===== src/rtl/ps2_pkg.sv =====
// Shared definitions for the PS/2 receive and transmit paths.
package ps2_pkg;

  localparam int PS2_DATA_BITS = 8;

  typedef enum logic [1:0] {
    IDLE   = 2'd0,
    DATA   = 2'd1,
    PARITY = 2'd2,
    STOP   = 2'd3
  } ps2_state_e;

  localparam logic [1:0] ERR_NONE    = 2'b00;
  localparam logic [1:0] ERR_PARITY  = 2'b01;
  localparam logic [1:0] ERR_FRAMING = 2'b10;
  localparam logic [1:0] ERR_TIMEOUT = 2'b11;

endpackage


===== src/rtl/ps2_sync_fifo.sv =====
// Single-clock first-word-fall-through FIFO with occupancy count.
// The head entry is visible on o_rdData whenever the FIFO is not empty.
module ps2_sync_fifo #(
  parameter int DEPTH = 8,
  parameter int WIDTH = 8
) (
  input  logic                     i_clk,
  input  logic                     i_rst_n,
  input  logic                     i_wrEn,
  input  logic [WIDTH-1:0]         i_wrData,
  input  logic                     i_rdEn,
  output logic [WIDTH-1:0]         o_rdData,
  output logic [$clog2(DEPTH):0]   o_count,
  output logic                     o_empty,
  output logic                     o_full
);

  localparam int AW = $clog2(DEPTH);
  localparam logic [AW:0] FULL_COUNT = (AW+1)'(DEPTH);

  logic [WIDTH-1:0] r_mem [DEPTH];
  logic [AW-1:0]    r_wrPtr;
  logic [AW-1:0]    r_rdPtr;
  logic [AW:0]      r_count;
  logic             w_pop;
  logic             w_push;

  // A pop frees a slot in the same cycle, so a write to a full FIFO succeeds alongside it.
  assign w_pop  = i_rdEn & ~o_empty;
  assign w_push = i_wrEn & (~o_full | w_pop);

  always_ff @(posedge i_clk or negedge i_rst_n) begin
    if (!i_rst_n) begin
      r_wrPtr <= '0;
      r_rdPtr <= '0;
      r_count <= '0;
      for (int i = 0; i < DEPTH; i++) r_mem[i] <= '0;
    end else begin
      if (w_push) begin
        r_mem[r_wrPtr] <= i_wrData;
        r_wrPtr        <= r_wrPtr + 1'b1;
      end
      if (w_pop) r_rdPtr <= r_rdPtr + 1'b1;
      case ({w_push, w_pop})
        2'b10:   r_count <= r_count + 1'b1;
        2'b01:   r_count <= r_count - 1'b1;
        default: r_count <= r_count;
      endcase
    end
  end

  assign o_rdData = r_mem[r_rdPtr];
  assign o_count  = r_count;
  assign o_empty  = (r_count == '0);
  assign o_full   = (r_count == FULL_COUNT);

endmodule


===== src/rtl/ps2_rx_fifo.sv =====
// PS/2 keyboard receiver: oversampled frame decoder with parity/framing/timeout
// checks, a scan-code FIFO for the host and a byte history for the display.
module ps2_rx_fifo
  import ps2_pkg::*;
#(
  parameter int FIFO_DEPTH     = 8,
  parameter int BUF_BYTES      = 2,
  parameter int SYNC_STAGES    = 2,
  parameter int TIMEOUT_CYCLES = 100000
) (
  input  logic                          clk,
  input  logic                          rst_n,
  input  logic                          kb_clk,
  input  logic                          kb_data,
  input  logic                          rd_en,
  output logic [7:0]                    rd_data,
  output logic                          rd_valid,
  output logic [$clog2(FIFO_DEPTH):0]   fifo_count,
  output logic [8*BUF_BYTES-1:0]        buffer_out,
  output logic                          frame_done,
  output logic                          error,
  output logic [1:0]                    err_code,
  output logic                          overflow
);

  localparam int              TO_W     = $clog2(TIMEOUT_CYCLES);
  localparam logic [TO_W-1:0] TO_LAST  = TO_W'(TIMEOUT_CYCLES - 1);
  localparam logic [2:0]      LAST_BIT = 3'(PS2_DATA_BITS - 1);

  logic [SYNC_STAGES-1:0] r_clkSync;
  logic [SYNC_STAGES-1:0] r_dataSync;
  logic                   r_kbClkPrev;
  ps2_state_e             r_state;
  logic [2:0]             r_bitCnt;
  logic [7:0]             r_shift;
  logic                   r_xor;
  logic                   r_parityBad;
  logic [TO_W-1:0]        r_toCnt;

  logic                   w_kbClk;
  logic                   w_kbData;
  logic                   w_fe;
  logic                   w_goodFrame;
  logic                   w_fifoEmpty;
  logic                   w_fifoFull;
  logic [8*BUF_BYTES-1:0] w_bufNext;

  // Synchronisers reset to 1 so an idle bus does not look like a falling edge.
  if (SYNC_STAGES >= 2) begin : g_sync
    always_ff @(posedge clk or negedge rst_n) begin
      if (!rst_n) begin
        r_clkSync  <= '1;
        r_dataSync <= '1;
      end else begin
        r_clkSync  <= {r_clkSync[SYNC_STAGES-2:0], kb_clk};
        r_dataSync <= {r_dataSync[SYNC_STAGES-2:0], kb_data};
      end
    end
  end

  assign w_kbClk     = r_clkSync[SYNC_STAGES-1];
  assign w_kbData    = r_dataSync[SYNC_STAGES-1];
  assign w_fe        = r_kbClkPrev & ~w_kbClk;
  assign w_goodFrame = w_fe & (r_state == STOP) & w_kbData & ~r_parityBad;

  if (BUF_BYTES == 1) begin : g_buf1
    assign w_bufNext = r_shift;
  end else begin : g_bufN
    assign w_bufNext = {buffer_out[8*BUF_BYTES-9:0], r_shift};
  end

  // Frame decoder; the watchdog takes priority unless an edge arrives in the same cycle.
  always_ff @(posedge clk or negedge rst_n) begin
    if (!rst_n) begin
      r_kbClkPrev <= 1'b1;
      r_state     <= IDLE;
      r_bitCnt    <= '0;
      r_shift     <= '0;
      r_xor       <= 1'b0;
      r_parityBad <= 1'b0;
      r_toCnt     <= '0;
      buffer_out  <= '0;
      frame_done  <= 1'b0;
      error       <= 1'b0;
      err_code    <= ERR_NONE;
      overflow    <= 1'b0;
    end else begin
      r_kbClkPrev <= w_kbClk;
      frame_done  <= w_goodFrame;
      if (w_goodFrame && w_fifoFull && !rd_en) overflow <= 1'b1;

      if (r_state == IDLE || w_fe) r_toCnt <= '0;
      else                         r_toCnt <= r_toCnt + 1'b1;

      if (r_state != IDLE && !w_fe && r_toCnt == TO_LAST) begin
        r_state  <= IDLE;
        error    <= 1'b1;
        err_code <= ERR_TIMEOUT;
      end else if (w_fe) begin
        case (r_state)
          IDLE: begin
            if (!w_kbData) begin
              r_state  <= DATA;
              r_bitCnt <= '0;
              r_xor    <= 1'b0;
              error    <= 1'b0;
              err_code <= ERR_NONE;
            end
          end
          DATA: begin
            r_shift  <= {w_kbData, r_shift[7:1]};
            r_xor    <= r_xor ^ w_kbData;
            r_bitCnt <= r_bitCnt + 1'b1;
            if (r_bitCnt == LAST_BIT) r_state <= PARITY;
          end
          PARITY: begin
            r_parityBad <= ~(r_xor ^ w_kbData);
            r_state     <= STOP;
          end
          STOP: begin
            r_state <= IDLE;
            if (!w_kbData) begin
              error    <= 1'b1;
              err_code <= ERR_FRAMING;
            end else if (r_parityBad) begin
              error    <= 1'b1;
              err_code <= ERR_PARITY;
            end else begin
              buffer_out <= w_bufNext;
            end
          end
          default: r_state <= IDLE;
        endcase
      end
    end
  end

  ps2_sync_fifo #(
    .DEPTH (FIFO_DEPTH),
    .WIDTH (PS2_DATA_BITS)
  ) u_fifo (
    .i_clk    (clk),
    .i_rst_n  (rst_n),
    .i_wrEn   (w_goodFrame),
    .i_wrData (r_shift),
    .i_rdEn   (rd_en),
    .o_rdData (rd_data),
    .o_count  (fifo_count),
    .o_empty  (w_fifoEmpty),
    .o_full   (w_fifoFull)
  );

  assign rd_valid = ~w_fifoEmpty;

endmodule


===== config.mk =====
export PLATFORM = sky130hd
export DESIGN_NAME = ps2_rx_fifo
export DESIGN_NICKNAME = d
export VERILOG_FILES = /design/src/rtl/ps2_pkg.sv /design/src/rtl/ps2_sync_fifo.sv /design/src/rtl/ps2_rx_fifo.sv
export SDC_FILE = /design/constraint.sdc
export NUM_CORES = 1
export LEC_CHECK = 0
export ABC_CLOCK_PERIOD_IN_PS = 2800
export BUFFER_PORTS_ARGS = -buffer_cell sky130_fd_sc_hd__buf_2
export CORE_ASPECT_RATIO = 2
export CORE_MARGIN = 8
export CORE_UTILIZATION = 60
export CTS_BUF_LIST = sky130_fd_sc_hd__clkbuf_4 sky130_fd_sc_hd__clkbuf_8
export DETAILED_ROUTE_END_ITERATION = 12
export GPL_TIMING_DRIVEN = 0
export PLACE_DENSITY_LB_ADDON = 0.2
export SLEW_MARGIN = 5
export SYNTH_ARGS = -nofsm -noshare
export SYNTH_HDL_FRONTEND = slang
export SYNTH_SLANG_ARGS = --single-unit

===== constraint.sdc =====
create_clock -name clk -period 2.8 [get_ports clk]
set_input_delay 0.56 -clock clk [delete_from_list [all_inputs] [get_ports clk]]
set_output_delay 0.56 -clock clk [all_outputs]
set_load 0.03 [all_outputs]

==> results of run 1 <==
==> worst max-delay path, stage by stage (launching register included) <==
cell and delay (ns):
dfrtp_1 0.39, buf_8 0.18, buf_12 0.17, mux4_2 0.51, mux2_2 0.28, buf_2 0.18
==> per-layer routing <==
metal,vias to the layer above,wire length [um],GRT usage [%]
met4,0,221,8.19
met5,-,0,0
met2,77,5580,28.9
li1,1677,-,-
met3,18,534,5.20
met1,1833,5030,23.3
==> flip-flops by register name, indices dropped and copies added, names as in the netlist <==
signal,cells
u_fifo.r_mem,64
r_toCnt,17
buffer_out,16
r_shift,8
u_fifo.o_count,4
r_bitCnt,3
u_fifo.r_rdPtr,3
u_fifo.r_wrPtr,3
err_code,2
r_clkSync,2
r_dataSync,2
r_state,2
error,1
frame_done,1
overflow,1
r_kbClkPrev,1
r_parityBad,1
r_xor,1
==> repair_timing <==
item,CTS,global route
setup buffers,0,0
setup endpoints to repair,8,7
resized for setup,7,3
==> cell families (layout without fill, tap and decap cells) <==
family / Yosys count / after routing / synth area share [%]
and+or+nand+nor: 91 / 91 / 9.02
buffers and inverters: 33 / 102 / 2.73
xor gates and xnor gates: 20 / 20 / 2.89
DFF: 132 / 132 / 54.6
adders and majority gates: 13 / 13 / 2.68
AOI/OAI and AO/OA: 27 / 27 / 2.91
muxes: 117 / 117 / 25.2
==> cell type report <==
class / count / area (um2)
Tap cell: 135 / 169
Clock buffer: 19 / 262
Clock inverter: 12 / 106
Multi-Input combinational cell: 268 / 2590
Sequential cell: 132 / 3310
Fill cell: 718 / 3110
Timing Repair Buffer: 39 / 224
Buffer: 24 / 158
Inverter: 8 / 32.5
==> worst paths after layout <==
kind                                         from                 to  slack, ns  cells after the start
worst max-delay path            u_fifo.r_rdPtr[0]         rd_data[1]       0.10                      5
worst min-delay path                        rst_n        err_code[1]       0.10                      1
worst max register to register  u_fifo.o_count[1]  u_fifo.o_count[2]       0.25                     11
worst min register to register      r_dataSync[0]      r_dataSync[1]       0.36                      0
max in group asynchronous                   rst_n  u_fifo.r_rdPtr[1]       1.98                      2
min in group clk                          kb_data      r_dataSync[0]       0.22                      1
==> through the flow <==
stage | area, um2 | power, W
after detailed placement | 6450 | 0.00443
after global routing | 6850 | 0.00628
after floorplan | 6060 | 0.00389
after global placement | 6420 | 0.00438
final | 6850 | 0.00591
after CTS | 6840 | 0.00597
==> report_power, final <==
group	leakage, nW	switching (W)	internal [W]	total (W)
Combinational	1.43	0.00107	0.000796	0.00186
Clock	0.180	0.000741	0.000742	0.00148
Sequential	1.77	0.000291	0.00228	0.00257
Total	3.37	0.00210	0.00381	0.00591
==> cells in the final DEF, fill, tap and decap left out, drive strengths merged, types with 5 or more instances in the layout <==
cell type	netlist	routed
a21oi	6	6
and4	5	5
buf	12	50
clkbuf	13	32
clkinv	0	5
dfrtp	127	127
dfstp	5	5
ha	13	13
inv	8	10
mux2	99	99
mux4	16	16
nand2	16	16
nand2b	7	7
nand3	12	12
nor2	19	19
o21ai	8	8
or3	6	6
xnor2	9	9
xor2	11	11
==> flow_summary_export.csv, run 1 <==
group,metric,value,unit
setup_path,worstSetupPathType,"reg2out",
timing,hold_ws,0.103,ns
yosys,synthTopCellsByCount,"dfrtp_1, mux2_2, nor2_1",
yosys,synth_cell_types,51,
clocking,path_clk_slew,0.07,ns
yosys,async_reset_ff_share,100,%
yosys,avgSynthCellArea,14.0,um2
finish,final_util,68.8,%
clocking,root_buffer,"clkbuf_8",
timing,fin_crit_sh,96.4,%
floorplan,start_util,60.9,%
floorplan,die_w,87.1,um
status,status,"finished, final reports clean",
yosys,synth_edf_count,0,
grt,grt.total_usage,18.5,%
yosys,synth_top_flop_cell,"dfrtp_1",
placed_design,pre_cts_ws,-0.0279,ns
timing,fmax,370,MHz
yosys,post-synth-top-area-cell,"dfrtp_1",
timing,period_minus_slack,2.70,ns
floorplan,die_y,158,um
yosys,synthesis.area,0.00606,mm2
route,first_pass_iters,5,
power_and_ir_drop,power_per_cell_area,863,mW/mm2
finish,diodes,0,
hold_path,holdCritPathClass,"in2async",
floorplan,core_area,0.00995,mm2
clocking,hold_buffers,0,
setup_path,required,2.24,ns
setup_path,crit_arrival,2.14,ns
clocking,cts_buffers,17,
finish,area_growth,13.0,%
route,post-route-drc-count,0,
timing,worstMarginPinSlew,0.825,ns
finish,final_cells,637,
timing,slew_headroom,44.2,%
timing,setup_ws,0.101,ns
floorplan,num_io_pins,39,
finish,drive_gt1_share,41.6,%
route,via_count,3605,
timing,hold_viol_final,0,
timing,rsz0062_at_grt,"no",
setup_path,cp_max_fo,10,
power_and_ir_drop,p_leak,3.37,nW
power_and_ir_drop,peakVddDrop,0.606,mV
yosys,synth.area.top_cells,"dfrtp_1, mux2_2, mux4_2",
grt,grt_pass1_wl,19.3,mm
placed_design,hpwl,7.49,mm
clocking,clk_path_buf_depth,2,
placed_design,portBuffers,38,
placed_design,place.gp.congestion,0.809,
clocking,cts_tree,"yes",
floorplan,fp-row-count,52,
yosys,yosysWarnings,0,
clocking,htree_levels,4,
floorplan,die_area,0.0138,mm2
yosys,synth.most_common_cell,"dfrtp_1",
setup_path,cp-end-kind,"output pin",
finish,fin_nets,508,
grt,gr-total-overflow,0,
clocking,clock_latency,0.44,ns
timing,fin_worst_skew,0.0105,ns
timing,drv_slew,0,
yosys,ys_seq_elements,132,
route,ant_nets,0,
yosys,yosys.area.top_type_share,52.4,%
timing,setup_viol,0,
route,finalWirelength,11.4,mm
timing,finalSetupTns,0,ns
grt,grt_max_degree,68,
yosys,synth_cells,433,
setup_path,critPathLaunchType,"flop",
yosys,syn-num-nets,451,
route,viasPerCell,5.66,
run,cap_violations,0,
yosys,yosysSeqAreaShare,54.6,%
grt,grt_pass1_vias,3808,
route,avgRoutedWirePerCell,17.8,um
route,drt_iter0_drc,121,
grt,antenna_found_initial,0,
placed_design,place_inst,607,
clocking,clock_sinks,132,
Note: power is estimated with default switching activity, not from simulation.
==> run 2, diff against run 1 <==
--- a/config.mk
+++ b/config.mk
@@ -5,7 +5,7 @@
 export SDC_FILE = /design/constraint.sdc
 export NUM_CORES = 1
 export LEC_CHECK = 0
-export ABC_CLOCK_PERIOD_IN_PS = 2800
+export ABC_CLOCK_PERIOD_IN_PS = 2900
 export BUFFER_PORTS_ARGS = -buffer_cell sky130_fd_sc_hd__buf_2
 export CORE_ASPECT_RATIO = 2
 export CORE_MARGIN = 8
==> constraint.sdc (replaced) <==
create_clock -name clk -period 2.9 [get_ports clk]
set_input_delay 0.58 -clock clk [delete_from_list [all_inputs] [get_ports clk]]
set_output_delay 0.58 -clock clk [all_outputs]
set_load 0.03 [all_outputs]
==> run 2 against run 1 <==
Effect of this change:
- core utilization shrank 0.11 points
- clock-buffer cell count is the same
- highest routed layer unchanged
- sequential power shrank 4%
- largest power group unchanged
- die area is the same
- critical path depth is the same
==> flow_summary_export.csv, run 2 (same netlist as run 1, synthesis figures left out) <==
group,metric,value,unit
status,status,"finished, final reports clean",
route,viasPerCell,5.64,
finish,registers.top_by_ff_count,"u_fifo.r_mem",
timing,fin_worst_skew,0.00885,ns
floorplan,num_io_pins,39,
setup_path,required,2.32,ns
timing,hold_viol_final,0,
floorplan,die_area,0.0138,mm2
timing,fin_crit_sh,94.5,%
setup_path,r2r-start,"u_fifo.o_count[1]",
floorplan,fp-row-count,52,
run,cap_violations,0,
timing,setup_viol,0,
route,drt_iter0_drc,146,
route,via_count,3590,
clocking,root_buffer,"clkbuf_8",
setup_path,r2r_end,"u_fifo.o_count[2]",
clocking,clock_latency,0.43,ns
floorplan,start_util,60.9,%
floorplan,core_area,0.00995,mm2
finish,fin_area,0.00684,mm2
grt,grt.total_usage,18.5,%
timing,drv_slew,0,
finish,largest_reg_flops,64,
route,first_pass_iters,5,
placed_design,portBuffers,38,
timing,fmax,365,MHz
clocking,path_clk_slew,0.07,ns
placed_design,pre_cts_ws,0.0521,ns
floorplan,die_y,158,um
setup_path,cp_max_fo,10,
placed_design,hpwl,7.49,mm
finish,drive_gt1_share,41.6,%
setup_path,ff2ff_path_depth,11,
clocking,clock_sinks,132,
placed_design,post_dp_cell_area,0.00645,mm2
setup_path,crit_arrival,2.16,ns
finish,reg_top3,"u_fifo.r_mem (64), r_toCnt (17), buffer_out (16)",
setup_path,r2r_slack,0.35,ns
power_and_ir_drop,p_leak,3.37,nW
timing,rsz0062_at_grt,"no",
timing,worstMarginPinSlew,0.825,ns
clocking,htree_levels,4,
grt,gr-total-overflow,0,
grt,grt_max_degree,68,
finish,diodes,0,
timing,setup_ws,0.160,ns
clocking,cts_buffers,17,
grt,antenna_found_initial,0,
timing,slew_headroom,44.2,%
setup_path,worstSetupPathType,"reg2out",
clocking,cts_tree,"yes",
finish,final_util,68.7,%
power_and_ir_drop,peakVddDrop,0.585,mV
route,ant_nets,0,
hold_path,holdCritPathClass,"in2async",
power_and_ir_drop,power,0.00568,W
route,avgRoutedWirePerCell,17.8,um
route,post-route-drc-count,0,
setup_path,cp-end-kind,"output pin",
finish,area_growth,12.8,%
timing,period_minus_slack,2.74,ns
setup_path,critPathLaunchType,"flop",
route,finalWirelength,11.3,mm
finish,final_cell_mix,"dfrtp_1, mux2_2, buf_2",
grt,grt_pass1_wl,19.3,mm
placed_design,place.gp.congestion,0.809,
grt,grt_pass1_vias,3798,
power_and_ir_drop,power_per_cell_area,831,mW/mm2
clocking,clk_path_buf_depth,2,
clocking,postCtsSetupBuffers,0,
floorplan,die_w,87.1,um
finish,fillers,720,
finish,layout_commonest_cell,"dfrtp_1",
finish,fin_nets,508,
-- run 2: changes by cell type in the layout (fill, tap and decap cells not counted) --
cell,previous run,this run
buf_12,1,0
buf_2,39,40
buf_6,5,6
clkbuf_4,1,0
-- run 2: worst max-delay path by stage --
stage	start	to	slack, ns
global route	u_fifo.r_rdPtr[0]	rd_data[5]	0.05
detailed placement	u_fifo.r_rdPtr[1]	rd_data[5]	0.05
CTS	u_fifo.r_rdPtr[1]	rd_data[5]	0.01
floorplan	u_fifo.o_count[1]	u_fifo.o_count[2]	0.17
global placement	rst_n	u_fifo.r_mem[17]	-0.48
finish	u_fifo.r_rdPtr[0]	rd_data[1]	0.16
-- run 2: routing by layer --
| metal | share of wire, % | track usage [%] |
|---|---|---|
| met2 | 49 | 28.9 |
| met1 | 45 | 23.3 |
| met3 | 4.3 | 5.20 |
| met5 | 0 | 0 |
| met4 | 1.9 | 8.27 |
-- run 2: critical path, cell delays in order, from the launching register on --
cell	delay (ns)
dfrtp_1	0.37
buf_6	0.19
buf_8	0.20
mux4_2	0.52
mux2_2	0.28
buf_2	0.18
-- run 2: final cells by class --
cell class	instances	area (um2)	area share, %
Tap cell	135	169	2.47
Buffer	24	146	2.14
Clock buffer	19	262	3.83
Timing Repair Buffer	39	224	3.28
Sequential cell	132	3310	48.4
Clock inverter	12	106	1.56
Multi-Input combinational cell	268	2590	37.8
Inverter	8	32.5	0.476
-- run 2: what timing repair did --
action / CTS / global route
setup endpoints to repair: 8 / 8
cloned: 0 / 0
hold buffers: 0 / 0
gates resized for setup: 4 / 4
-- run 2: power breakdown --
part | switching (W) | leakage [nW] | total, W | internal, W
combinational | 0.00103 | 1.42 | 0.00178 | 0.000752
clock | 0.000709 | 0.180 | 0.00143 | 0.000717
sequential | 0.000280 | 1.77 | 0.00248 | 0.00220
total | 0.00202 | 3.37 | 0.00568 | 0.00367
-- run 2: stage by stage --
stage	setup TNS (ns)	hold slack (ns)	instances
after floorplan	0	0.284	433
after global placement	-60.58	0.346	606
after detailed placement	0	0.350	607
after CTS	0	0.130	637
after global routing	0	0.165	637
final	0	0.129	637
==> run 3, diff against run 2 <==
--- a/config.mk
+++ b/config.mk
@@ -7,13 +7,15 @@
 export LEC_CHECK = 0
 export ABC_CLOCK_PERIOD_IN_PS = 2900
 export BUFFER_PORTS_ARGS = -buffer_cell sky130_fd_sc_hd__buf_2
+export CELL_PAD_IN_SITES_DETAIL_PLACEMENT = 1
+export CELL_PAD_IN_SITES_GLOBAL_PLACEMENT = 1
 export CORE_ASPECT_RATIO = 2
 export CORE_MARGIN = 8
-export CORE_UTILIZATION = 60
+export CORE_UTILIZATION = 52
 export CTS_BUF_LIST = sky130_fd_sc_hd__clkbuf_4 sky130_fd_sc_hd__clkbuf_8
 export DETAILED_ROUTE_END_ITERATION = 12
 export GPL_TIMING_DRIVEN = 0
-export PLACE_DENSITY_LB_ADDON = 0.2
+export PLACE_DENSITY = 0.89
 export SLEW_MARGIN = 5
 export SYNTH_ARGS = -nofsm -noshare
 export SYNTH_HDL_FRONTEND = slang
==> run 3 against run 2 <==
Effect of this change:
- sequential share of layout area is 0.089 points lower
- fmax decreased by 3.6%
- final area grew 0.15%
- sequential power barely moved
- power grew 2.6%
- cell count is 1.7% higher
- hold slack got worse by 0.098 ns
- critical path type unchanged
==> flow_summary_export.csv, run 3 (same netlist as run 1, synthesis figures left out) <==
group,metric,value,unit
status,status,"finished, final reports clean",
placed_design,portBuffers,38,
timing,slew_headroom,33.2,%
grt,gr-usage-met3,5.41,%
finish,reg_top3,"u_fifo.r_mem (64), r_toCnt (17), buffer_out (16)",
timing,worstMarginPinSlew,0.988,ns
route,ant_nets,0,
finish,largest_reg_flops,64,
setup_path,cp-end-kind,"output pin",
timing,rsz0062_at_grt,"no",
timing,drv_slew,0,
timing,hold_ws,0.0309,ns
floorplan,die_y,169,um
floorplan,die_w,92.3,um
setup_path,ff2ff_path_depth,12,
clocking,postCtsSetupBuffers,0,
finish,drive_gt1_share,41.6,%
timing,setup_viol,0,
power_and_ir_drop,p_leak,3.37,nW
grt,top_usage_layer,"met2",
timing,period_minus_slack,2.84,ns
hold_path,holdCritPathClass,"in2async",
setup_path,r2r_end,"u_fifo.o_count[2]",
placed_design,place_inst,617,
clocking,cts_buffers,17,
route,via_count,3735,
grt,grt_pass1_wl,24.2,mm
clocking,htree_levels,4,
finish,fin_area,0.00685,mm2
grt,met1_usage,23.5,%
power_and_ir_drop,power_per_cell_area,852,mW/mm2
setup_path,worstSetupPathType,"reg2out",
grt,grt_max_degree,89,
floorplan,fp-row-count,56,
timing,fin_worst_skew,0.00830,ns
finish,final_util,59.2,%
grt,grt_pass1_vias,4387,
finish,final_cell_mix,"dfrtp_1, mux2_2, buf_2",
placed_design,post_dp_cell_area,0.00647,mm2
finish,diodes,0,
floorplan,num_io_pins,39,
timing,setup_ws,0.0580,ns
setup_path,crit_arrival,2.26,ns
setup_path,cp_max_fo,10,
setup_path,required,2.32,ns
finish,fin_nets,508,
floorplan,core_area,0.0116,mm2
route,drt_iter0_drc,142,
route,finalWirelength,14.3,mm
finish,area_growth,13.0,%
clocking,root_buffer,"clkbuf_8",
clocking,clk_path_buf_depth,2,
grt,grt_util_met2,34.5,%
finish,layout_commonest_cell,"dfrtp_1",
placed_design,place.gp.congestion,0.762,
route,first_pass_iters,4,
timing,fin_crit_sh,98.0,%
grt,grt.total_usage,20.2,%
setup_path,critPathLaunchType,"flop",
clocking,clock_sinks,132,
route,post-route-drc-count,0,
placed_design,hpwl,9.50,mm
run,cap_violations,0,
clocking,clock_latency,0.46,ns
finish,registers.top_by_ff_count,"u_fifo.r_mem",
clocking,path_clk_slew,0.08,ns
timing,hold_viol_final,0,
grt,antenna_found_initial,0,
route,viasPerCell,5.76,
floorplan,die_area,0.0156,mm2
timing,fmax,352,MHz
power_and_ir_drop,peakVddDrop,0.604,mV
clocking,hold_buffers,0,
setup_path,r2r-start,"r_dataSync[1]",
finish,final_cells,648,
placed_design,pre_cts_ws,0.00795,ns
grt,gr-total-overflow,0,
clocking,cts_tree,"yes",
setup_path,r2r_slack,0.19,ns
route,avgRoutedWirePerCell,22.0,um
finish,fillers,1137,
floorplan,start_util,52.4,%
-- run 3: cell type report --
| class | count | area, um2 | area share (%) |
|---|---|---|---|
| sequential | 132 | 3310 | 48.3 |
| multi-input combinational | 268 | 2590 | 37.8 |
| clock buffer | 17 | 234 | 3.42 |
| timing repair buffer | 39 | 224 | 3.27 |
| tap | 145 | 181 | 2.65 |
| clock inverter | 15 | 140 | 2.05 |
| buffer | 24 | 139 | 2.03 |
| inverter | 8 | 32.5 | 0.475 |
-- run 3: through the flow --
| stage | power [W] | TNS (ns) |
|---|---|---|
| final | 0.00583 | 0 |
| after global routing | 0.00615 | 0 |
| after CTS | 0.00590 | 0 |
| after detailed placement | 0.00435 | 0 |
| after global placement | 0.00422 | -66.41 |
| after floorplan | 0.00376 | 0 |
-- run 3: critical path, cell delays in order, from the launching register on --
cell	delay [ns]
dfrtp_1	0.36
buf_2	0.28
clkbuf_4	0.31
mux4_2	0.38
mux2_2	0.29
buf_2	0.18
-- run 3: power breakdown --
group / leakage (nW) / internal (W) / switching (W)
clock network: 0.183 / 0.000631 / 0.000841
registers: 1.77 / 0.00220 / 0.000278
logic: 1.42 / 0.000745 / 0.00114
total: 3.37 / 0.00357 / 0.00226
-- run 3: metal layers --
metal | vias up | wire length [um] | share of wire, %
li1 | 1675 | - | -
met1 | 1951 | 5780 | 40
met2 | 78 | 7640 | 54
met3 | 31 | 522 | 3.7
met4 | 0 | 340 | 2.4
met5 | - | 0 | 0
-- run 3: how the worst max path moves through the flow --
stage / from / to / slack (ns) / cells past startpoint
2_1_floorplan: u_fifo.o_count[1] / u_fifo.o_count[2] / 0.17 / 11
3_3_place_gp: rst_n / buffer_out[9] / -0.53 / 1
3_5_place_dp: u_fifo.r_rdPtr[1] / rd_data[7] / 0.008 / 5
4_1_cts: u_fifo.r_rdPtr[0] / rd_data[7] / 0.007 / 5
5_1_grt: u_fifo.r_rdPtr[1] / rd_data[7] / 0.00002 / 5
6_report: u_fifo.r_rdPtr[1] / rd_data[7] / 0.06 / 5
-- run 3: what timing repair did --
action	in CTS	in global routing
pin swaps	0	0
resized for setup	7	0
setup endpoints to repair	8	6
